## config.mk

```make
export PLATFORM = sky130hd
export DESIGN_NAME = block_loader
export DESIGN_NICKNAME = d
export VERILOG_FILES = /design/src/rtl/block_loader.sv
export SDC_FILE = /design/constraint.sdc
export NUM_CORES = 1
export LEC_CHECK = 0
export BUFFER_PORTS_ARGS = -buffer_cell sky130_fd_sc_hd__buf_2
export CAP_MARGIN = 20
export CORE_AREA = 2 2 214 216
export DETAILED_ROUTE_END_ITERATION = 7
export DIE_AREA = 0 0 216 218
export PLACE_DENSITY_LB_ADDON = 0.05
export SYNTH_ARGS = -nofsm -noshare
export SYNTH_HDL_FRONTEND = slang
export SYNTH_SLANG_ARGS = --single-unit
```

## constraint.sdc

```tcl
create_clock -name clk_i -period 5.2 [get_ports clk_i]
set_input_delay 0.52 -clock clk_i [delete_from_list [all_inputs] [get_ports clk_i]]
set_output_delay 0.52 -clock clk_i [all_outputs]
set_load 0.01 [all_outputs]
```

## src/rtl/block_loader.sv

```systemverilog
// rtl/block_loader.sv - word-serial 512-bit block capture and hand-off to the SHA-1 core (optional error flag: BLOCK_LOADER_ERR_EN)
module block_loader (
    input  logic               clk_i,
    input  logic               rst_i,
    input  logic               load_i,
    input  logic [31:0]        data_i,
    input  logic               start_i,
    input  logic               core_ready_i,
    input  logic               core_done_i,
    output logic [15:0][31:0]  block_o,
    output logic               block_valid_o,
    output logic               out_valid_o,
    output logic [4:0]         word_cnt_o,
    output logic               err_o
);

    localparam logic [2:0] S_IDLE  = 3'd0;
    localparam logic [2:0] S_FILL  = 3'd1;
    localparam logic [2:0] S_FULL  = 3'd2;
    localparam logic [2:0] S_ISSUE = 3'd3;
    localparam logic [2:0] S_BUSY  = 3'd4;
    localparam logic [2:0] S_DONE  = 3'd5;

    logic [2:0] state;
    logic [2:0] state_nxt;
    logic [4:0] cnt;
    logic       accepting;
    logic       word_wr;
    logic [3:0] wr_idx;

    // Words are only accepted while the block is still being assembled
    assign accepting = (state == S_IDLE) || (state == S_FILL);
    assign word_wr   = load_i && accepting;
    // Words arrive highest index first, so the write slot counts down from 15
    assign wr_idx    = 4'd15 - cnt[3:0];

    // Next-state decode; every unlisted input in a state is ignored
    always_comb begin
        state_nxt = state;
        case (state)
            S_IDLE:  if (load_i) state_nxt = S_FILL;
            S_FILL:  if (load_i && (cnt == 5'd15)) state_nxt = S_FULL;
            S_FULL:  if (start_i) state_nxt = S_ISSUE;
            S_ISSUE: if (core_ready_i) state_nxt = S_BUSY;
            S_BUSY:  if (core_done_i) state_nxt = S_DONE;
            S_DONE:  state_nxt = S_IDLE;
            default: state_nxt = S_IDLE;
        endcase
    end

    // State register
    always_ff @(posedge clk_i or negedge rst_i) begin
        if (!rst_i) state <= S_IDLE;
        else        state <= state_nxt;
    end

    // Block register and word count; the count saturates at 16 and clears on DONE
    always_ff @(posedge clk_i or negedge rst_i) begin
        if (!rst_i) begin
            block_o <= '0;
            cnt     <= '0;
        end else if (word_wr) begin
            block_o[wr_idx] <= data_i;
            if (cnt != 5'd16) cnt <= cnt + 5'd1;
        end else if (state == S_DONE) begin
            cnt <= '0;
        end
    end

    assign word_cnt_o    = cnt;
    assign block_valid_o = (state == S_ISSUE);
    assign out_valid_o   = (state == S_DONE);

`ifdef BLOCK_LOADER_ERR_EN
    logic err_q;
    logic err_set;

    // Protocol violations: early start, load after the block is full, stray done
    always_comb begin
        err_set = (start_i && accepting)
               || (load_i && !accepting)
               || (core_done_i && (state != S_BUSY));
    end

    // Sticky error; a new violation outranks the clear from the first word of a block
    always_ff @(posedge clk_i or negedge rst_i) begin
        if (!rst_i)                           err_q <= 1'b0;
        else if (err_set)                     err_q <= 1'b1;
        else if (load_i && state == S_IDLE)   err_q <= 1'b0;
    end

    assign err_o = err_q;
`else
    assign err_o = 1'b0;
`endif

endmodule

```

==> results.json, run 1 <==
{
  "cts.htree.levels": 2,
  "port_buffers": 556,
  "worst-r2r-cell-count": 6,
  "coreArea_mm2": 0.04489,
  "synth_top_area_cell": "dfrtp_1",
  "rsz0062_at_grt": "no",
  "final_common_cell": "buf_2",
  "root_buffer": "clkbuf_16",
  "path_class": "reg -> reg",
  "drtIter0Drc": 622,
  "cp.depth": 6,
  "drcViolationCount": 0,
  "ys_async_sr_fraction_pct": 100.0,
  "synth_edf_count": 0,
  "grt-ovfl-total": 0,
  "finalSetupViolations": 0,
  "fin_skew_ns": 0.01336,
  "min_period_ns": 2.745,
  "tightestPinTransition_ns": 1.028,
  "nFillCells": 3759,
  "min_period_over_period_pct": 52.78,
  "ys_ff_latch": 520,
  "place_congestion": 0.8030,
  "num_vias": 12096,
  "avgSynthCellArea_um2": 17.14,
  "timing.slew.headroom_pct": 31.22,
  "wirelength_mm": 59.38,
  "crit_chain": "inv_1 > ha_1 > nor2b_1 > nor3b_4 > buf_4 > mux2_2",
  "syn-num-nets": 1235,
  "crit_path_top_delay_cell": "nor3b_4",
  "yosys_warnings": 0,
  "startpoint_type": "flop",
  "post_cts_resized": 0,
  "antenna_found_initial": 0,
  "clockBufferDepth": 3,
  "critPathMaxStageDelay_ns": 0.73,
  "num_antenna_cells": 0,
  "postLayoutCoreUtil_pct": 56.21,
  "synth.distinct_cells": 40,
  "grt_pass1_wl_mm": 87.98,
  "die_w_um": 216,
  "synth_area_leaders": "dfrtp_1 64%, mux2_2 20%, mux2_4 8.8%",
  "crit_path_end_kind": "flop",
  "power_frac_comb_pct": 37.7,
  "layout-drive-gt1-share_pct": 64.95,
  "crit_required_ns": 5.67,
  "power_switching_share_pct": 34.00,
  "ys_seq_area_share_pct": 63.69,
  "rows": 78,
  "grt_pass1_vias": 12723,
  "clk_pin_slew_ns": 0.07,
  "clock-sinks": 520,
  "report.final.slew_viol_count": 0,
  "power_frac_seq_pct": 40.5,
  "synth_top_area_share_pct": 63.69,
  "drt_pre_antenna_iters": 4,
  "clk_latency_ns": 0.59,
  "min_path_type": "in -> async",
  "design.portCount": 558,
  "place_inst": 2273,
  "worst-path-buf-inv": 2,
  "cts_tree": "built",
  "syn_inst": 1192,
  "syn2layout_area_growth_pct": 23.51,
  "cap_violations": 0,
  "cts_hold_buf": 0,
  "critPathArrivalTime_ns": 3.22,
  "drt-vias-per-instance": 5.106,
  "grt_max_degree": 131,
  "synth_flop_cell": "dfrtp_1",
  "switchingPower_mw": 5.921,
  "grt.total_usage_pct": 25.22,
  "post_cts_buffers": 0,
  "finalNonFillerCells": 2369,
  "outcome": "finished clean",
  "finalHoldViolations": 0,
  "worstPathMaxFanout": 20,
  "wire_per_inst_um": 25.06,
  "die_area_mm2": 0.04709,
  "ant_nets": 0,
  "crit_family": "simple AND/OR/NAND/NOR gates",
  "start_util_pct": 45.51,
  "cell_internal_pwr_mw": 11.49,
  "numCtsBuffers": 54,
  "setup_tns_ns": 0,
  "die_y_um": 218,
  "netlist_area_mm2": 0.02043,
  "power_frac_clock_pct": 21.9,
  "dp_hpwl_mm": 40.84,
  "layout.nets": 1772,
  "layout_common_cells": "555 x buf_2, 520 x dfrtp_1, 358 x mux2_2",
  "ir_drop_mv": 0.4158,
  "fmax_mhz": 364.3,
  "power_per_cell_area_mw_per_mm2": 690.0,
  "leakage_nw": 12.86
}
-- metal layers --
layer | share of wire, % | vias up | track usage, %
met2 | 48 | 397 | 41.05
met3 | 8.1 | 86 | 8.563
met4 | 3.1 | 0 | 8.059
met1 | 41 | 6350 | 31.85
li1 | - | 5263 | -
met5 | 0 | - | 0
-- path summary, 6_finish.rpt --
kind	slack [ns]	startpoint	end
min	0.01	rst_i	block_o[419]
max reg2reg	2.46	word_cnt_o[0]	block_o[115]
min reg2reg	0.48	block_o[158]	block_o[158]
max	2.46	word_cnt_o[0]	block_o[115]
max in group asynchronous	3.89	rst_i	block_o[445]
min in group clk_i	0.16	core_ready_i	state[1]
-- cell type report --
cell class	instances	area, µm²	share of cell area, %
sequential	520	13010	51.57
multi-input combinational	579	6807	26.97
timing repair buffer	568	2908	11.52
clock buffer	78	1563	6.193
tap	600	750.7	2.975
clock inverter	18	171.4	0.6793
inverter	6	22.52	0.08925
-- through the flow --
stage	instance area [µm²]	hold WS, ns	setup slack (ns)	power, mW
after CTS	25230	0.03990	2.401	17.61
after floorplan	20430	0.2244	3.315	10.58
after global routing	25230	0.07364	2.280	18.37
final	25230	0.01087	2.455	17.41
after global placement	23500	0.4648	2.502	13.61
after detailed placement	23500	0.4693	2.381	13.73
-- worst register-to-register path, stage by stage (launching register included) --
cell     delay (ns)
dfrtp_1        0.44
inv_1          0.11
ha_1           0.17
nor2b_1        0.34
nor3b_4        0.73
buf_4          0.43
mux2_2         0.40
-- cell usage after synthesis (all sizes together), types with 2 or more instances --
library cell,instances
and3,2
nor4b,2
nor2b,4
mux2,512
nand3,4
nor2,9
and4bb,2
nand2b,4
nand3b,3
ha,5
clkbuf,32
buf,55
inv,6
nand2,13
dfrtp,520
mux2i,4
-- state kept, by name, summed over array words and instances (netlist names) --
| name | count |
|---|---|
| word_cnt_o | 5 |
| block_o | 512 |
| state | 3 |
-- power groups by stage --
| stage | logic (mW) | clock network [mW] | registers [mW] |
|---|---|---|---|
| 5_1_grt | 6.99 | 4.08 | 7.30 |
| 6_report | 6.56 | 3.81 | 7.04 |
| 3_5_place_dp | 6.65 | 0 | 7.08 |
| 2_1_floorplan | 2.66 | 0 | 7.93 |
| 4_1_cts | 6.66 | 3.90 | 7.04 |
| 3_3_place_gp | 6.59 | 0 | 7.02 |
-- cells by family after synthesis --
kind of cell | after synthesis | share of synthesized area (%)
simple gates | 49 | 1.886
buf+inv | 93 | 3.197
mux | 516 | 30.62
fa+ha+maj | 5 | 0.3062
flops | 520 | 63.69
compound gates | 8 | 0.2818
other cells | 1 | 0.01835
No activity file was read; power rests on OpenSTA's default activity.
==> run 2, diff against run 1 <==
CORE_AREA = 2 2 218 220   (was 2 2 214 216)
DIE_AREA = 0 0 220 222   (was 0 0 216 218)
clock period = 2.3 ns   (was 5.2 ns; I/O delays follow)
==> results.json, run 2 (synthesis gave the netlist of run 1 again) <==
{
  "start_util_pct": 44.17,
  "grt_max_degree": 66,
  "grt_pass1_vias": 12466,
  "rows": 79,
  "clk_pin_slew_ns": 0.06,
  "grt-ovfl-total": 0,
  "cts.htree.levels": 2,
  "seqCellArea_mm2": 0.01301,
  "design.portCount": 558,
  "ir_drop_mv": 0.9348,
  "die_area_mm2": 0.04884,
  "wirelength_mm": 60.04,
  "drcViolationCount": 0,
  "numCtsBuffers": 54,
  "post_dp_cell_area_mm2": 0.02398,
  "root_buffer": "clkbuf_16",
  "fin_hold_ws_ns": 0.05171,
  "stdcell_area_mm2": 0.02581,
  "drtIter0Drc": 552,
  "setup_tns_ns": 0,
  "layout.nets": 1812,
  "grt.total_usage_pct": 24.57,
  "finalNonFillerCells": 2417,
  "largest_register": "block_o",
  "finalSetupViolations": 0,
  "outcome": "finished clean",
  "port_buffers": 556,
  "dp_hpwl_mm": 42.92,
  "place_inst": 2318,
  "worstPathMaxFanout": 20,
  "min_period_ns": 2.074,
  "startpoint_type": "flop",
  "syn2layout_area_growth_pct": 26.31,
  "finalHoldViolations": 0,
  "clock-sinks": 520,
  "leakage_nw": 13.13,
  "cts_tree": "built",
  "layout_common_cells": "555 x buf_2, 520 x dfrtp_1, 358 x mux2_2",
  "rsz0062_at_grt": "no",
  "place_congestion": 0.7775,
  "r2r-start": "word_cnt_o[0]",
  "critPathArrivalTime_ns": 2.55,
  "coreArea_mm2": 0.04626,
  "path_class": "reg -> reg",
  "power_per_cell_area_mw_per_mm2": 1538,
  "tightestPinTransition_ns": 0.5786,
  "clockBufferDepth": 3,
  "fin_skew_ns": 0.01873,
  "grt_pass1_wl_mm": 88.11,
  "worst-r2r-cell-count": 6,
  "ant_nets": 0,
  "largest_reg_flops": 512,
  "nFillCells": 3935,
  "crit_path_end_kind": "flop",
  "post_cts_buffers": 0,
  "crit_chain": "inv_1 > ha_1 > nor2b_2 > nor3b_4 > buf_4 > mux2_2",
  "layout-drive-gt1-share_pct": 65.98,
  "r2r_end": "block_o[116]",
  "fmax_mhz": 482.1,
  "crit_path_top_delay_cell": "dfrtp_1",
  "num_vias": 12181,
  "min_path_type": "in -> reg",
  "worstSetupEndpoint": "block_o[116]",
  "report.final.slew_viol_count": 0,
  "die_y_um": 222,
  "drt_pre_antenna_iters": 4,
  "crit_required_ns": 2.78,
  "critPathMaxStageDelay_ns": 0.45,
  "cap_violations": 0,
  "reg2reg_slack_ns": 0.23,
  "wire_per_inst_um": 24.84,
  "final_common_cell": "buf_2",
  "startpoint": "word_cnt_o[0]",
  "clk_latency_ns": 0.60,
  "multi_input_area_mm2": 0.006809,
  "timing.slew.headroom_pct": 61.43,
  "die_w_um": 220,
  "drt-vias-per-instance": 5.040,
  "min_period_over_period_pct": 90.18,
  "antenna_found_initial": 4
}
## run 2: cell types whose count changed in the layout (fill, tap and decap cells not counted)
cell and delta:
buf_12 +15, buf_4 +23, bufinv_16 -1, clkbuf_1 -6, clkbuf_16 +2, clkbuf_8 +5, clkinv_2 -2, clkinvlp_4 +2
diode_2 +2, dlygate4sd3_1 +2, inv_6 -1, nor2b_1 -1, nor2b_2 +1
## run 2: layout make-up
class                   count  area share, %
diodes                      2        0.01939
repair buffers            608          13.18
clock buffers              79          6.429
flip-flops and latches    520          50.42
multi-input cells         579          26.39
inverters                   6        0.08727
clock inverters            16         0.5333
well taps                 607          2.943
## run 2: layer usage
layer / part of all wire [%] / global-route usage [%] / wire length, µm / vias to the layer above
met5: 0.045 / 0 / 27 / -
met4: 2.5 / 6.841 / 1514 / 6
met3: 8.0 / 8.409 / 4817 / 74
met2: 48 / 39.77 / 28970 / 376
met1: 41 / 31.32 / 24710 / 6377
li1: - / - / - / 5348
## run 2: worst min path at each step
stage	depth (start not counted)	startpoint	end	slack (ns)
final	4	start_i	state[0]	0.05
after detailed placement	1	rst_i	block_o[162]	0.21
after floorplan	0	rst_i	block_o[0]	-0.07
after CTS	4	core_done_i	state[0]	0.01
after global routing	4	core_done_i	state[0]	0.04
after global placement	1	rst_i	block_o[162]	0.22
## run 2: worst max-delay path, delay by kind of cell (launching register included)
family	cells	cell delay, ns
buffers and inverters	2	0.42
and+or+nand+nor	2	0.52
DFF	1	0.45
adders and majority gates	1	0.18
muxes	1	0.37
## run 2: what timing repair did
item	CTS	global route
endpoints found under the hold margin	47	0
endpoints found under the setup margin	0	20
gates resized for setup	0	1
hold buffers	2	0
## run 2: per-stage QoR
stage	power [mW]	util, %	setup slack [ns]
2_1_floorplan	23.93	-	0.4150
3_5_place_dp	31.29	51.84	0.09644
6_report	39.69	55.79	0.2258
5_1_grt	41.92	55.78	0.09948
3_3_place_gp	31.02	51.84	0.1856
4_1_cts	40.22	55.77	0.07322
## run 2: power by group
part / internal [mW] / switching, mW / total (mW)
clock network: 5.19 / 3.57 / 8.75
registers: 13.6 / 2.33 / 15.9
logic: 7.55 / 7.49 / 15.0
==> run 3, diff against run 2 <==
clock period = 1.8 ns   (was 2.3 ns; I/O delays follow)
==> results.json, run 3 (synthesis gave the netlist of run 1 again) <==
{
  "outcome": "finished with violations",
  "violations": "setup timing",
  "final_common_cell": "buf_2",
  "drt_pre_antenna_iters": 4,
  "num_vias": 12909,
  "die_area_mm2": 0.04884,
  "place_inst": 2341,
  "ir_drop_mv": 0.9925,
  "layout-drive-gt1-share_pct": 69.00,
  "largest_register": "block_o",
  "clock-sinks": 520,
  "grt_pass1_vias": 13323,
  "start_util_pct": 44.17,
  "worstPathMaxFanout": 6,
  "layout_common_cells": "554 x buf_2, 518 x dfrtp_1, 261 x mux2_4",
  "coreArea_mm2": 0.04626,
  "finalSetupViolations": 259,
  "startpoint_type": "flop",
  "crit_path_end_kind": "flop",
  "critPathArrivalTime_ns": 2.36,
  "power_per_cell_area_mw_per_mm2": 1915,
  "cts_tree": "built",
  "root_buffer": "clkbuf_16",
  "grt.total_usage_pct": 26.03,
  "min_period_ns": 1.880,
  "pre_cts_ws_ns": -0.1467,
  "fin_hold_ws_ns": 0.06164,
  "wirelength_mm": 67.95,
  "clk_pin_slew_ns": 0.06,
  "largest_reg_flops": 512,
  "rows": 79,
  "wl_met3_mm": 5.084,
  "drcViolationCount": 0,
  "timing.slew.headroom_pct": 65.82,
  "grt-ovfl-total": 0,
  "grt_max_degree": 90,
  "cap_violations": 0,
  "post_dp_cell_area_mm2": 0.02443,
  "crit_required_ns": 2.28,
  "syn2layout_area_growth_pct": 36.65,
  "ant_nets": 0,
  "wire_per_inst_um": 27.27,
  "stdcell_area_mm2": 0.02792,
  "leakage_nw": 14.14,
  "layout_setup_ws_ns": -0.08004,
  "clockBufferDepth": 3,
  "min_period_over_period_pct": 104.4,
  "top_layer": "met4",
  "die_y_um": 222,
  "met2_wirelength_mm": 33.01,
  "finalHoldViolations": 0,
  "drtIter0Drc": 637,
  "min_path_type": "in -> reg",
  "design.portCount": 558,
  "rsz0062_at_grt": "yes",
  "path_class": "reg -> reg",
  "cts.htree.levels": 2,
  "clk_latency_ns": 0.60,
  "drt-vias-per-instance": 5.180,
  "die_w_um": 220,
  "tightestPinTransition_ns": 0.5127,
  "finalNonFillerCells": 2492,
  "report.final.slew_viol_count": 0,
  "grt_pass1_wl_mm": 93.08,
  "numCtsBuffers": 55,
  "place_congestion": 0.7880,
  "wl_met1_mm": 27.71,
  "fin_skew_ns": 0.01203,
  "antenna_found_initial": 0,
  "layout.nets": 1890,
  "fmax_mhz": 531.9,
  "port_buffers": 556,
  "dp_hpwl_mm": 43.27
}
## run 3: cell count changes in the layout (fill, tap and decap cells not counted), moves of 4 or more
cell,previous run,this run
mux2_4,120,261
mux2_2,358,251
mux2_1,34,0
buf_12,17,49
buf_6,0,16
clkbuf_16,57,73
clkbuf_1,7,18
buf_16,0,8
clkinv_2,11,5
nand2_2,6,2
nand2_8,0,4
## run 3: area by class of cell
class,instances,area [µm²]
multi-input cells,579,7456
fillers,3697,18340
well taps,607,759.5
diodes,1,2.502
clock buffers,86,1623
inverters,6,22.52
flip-flops and latches,520,13020
clock inverters,8,93.84
repair buffers,685,4947
## run 3: routing by layer
layer  up-vias  global-route usage (%)
met5         -                       0
met4         0                   8.985
met2       428                   42.34
met1      6889                   33.11
met3       105                   7.682
li1       5487                       -
## run 3: metrics by stage
stage / TNS, ns / util [%] / total power [mW]
2_1_floorplan: 0 / - / 30.59
3_3_place_gp: -5.474 / 52.82 / 40.04
3_5_place_dp: -9.426 / 52.82 / 40.40
4_1_cts: -6.049 / 58.05 / 52.24
5_1_grt: -24.76 / 60.35 / 56.17
6_report: -6.775 / 60.35 / 53.46
## run 3: what timing repair did
item | 4_1_cts | 5_1_grt
hold buffers | 5 | 0
endpoints found under the setup margin | 370 | 454
pin swaps | 3 | 9
gates resized for setup | 69 | 147
setup buffers | 15 | 9
endpoints found under the hold margin | 354 | 0
gates cloned | 9 | 21
## run 3: power breakdown
| group | switching [mW] | leakage, nW | internal [mW] | total [mW] |
|---|---|---|---|---|
| Sequential | 3.14 | 6.51 | 17.4 | 20.5 |
| Clock | 4.57 | 0.845 | 6.41 | 11.0 |
| Combinational | 10.3 | 6.78 | 11.7 | 22.0 |
| Total | 18.0 | 14.1 | 35.5 | 53.5 |
## run 3: worst max-delay path: stages (launching register included)
cell	delay, ns
dfrtp_1	0.42
or3b_1	0.43
buf_12	0.18
nor2_8	0.11
buf_12	0.13
buf_12	0.15
mux2_2	0.33
## run 3: path summary, 6_finish.rpt
path,slack [ns],depth (start not counted),endpoint,start
setup reg to reg,-0.08,6,block_o[287],state[1]
hold / removal,0.06,3,word_cnt_o[3],load_i
setup / recovery,-0.08,6,block_o[287],state[1]
max in group asynchronous,0.87,4,block_o[246],rst_i
min in group asynchronous,0.08,2,block_o[17],rst_i
hold reg to reg,0.50,1,block_o[365],block_o[365]
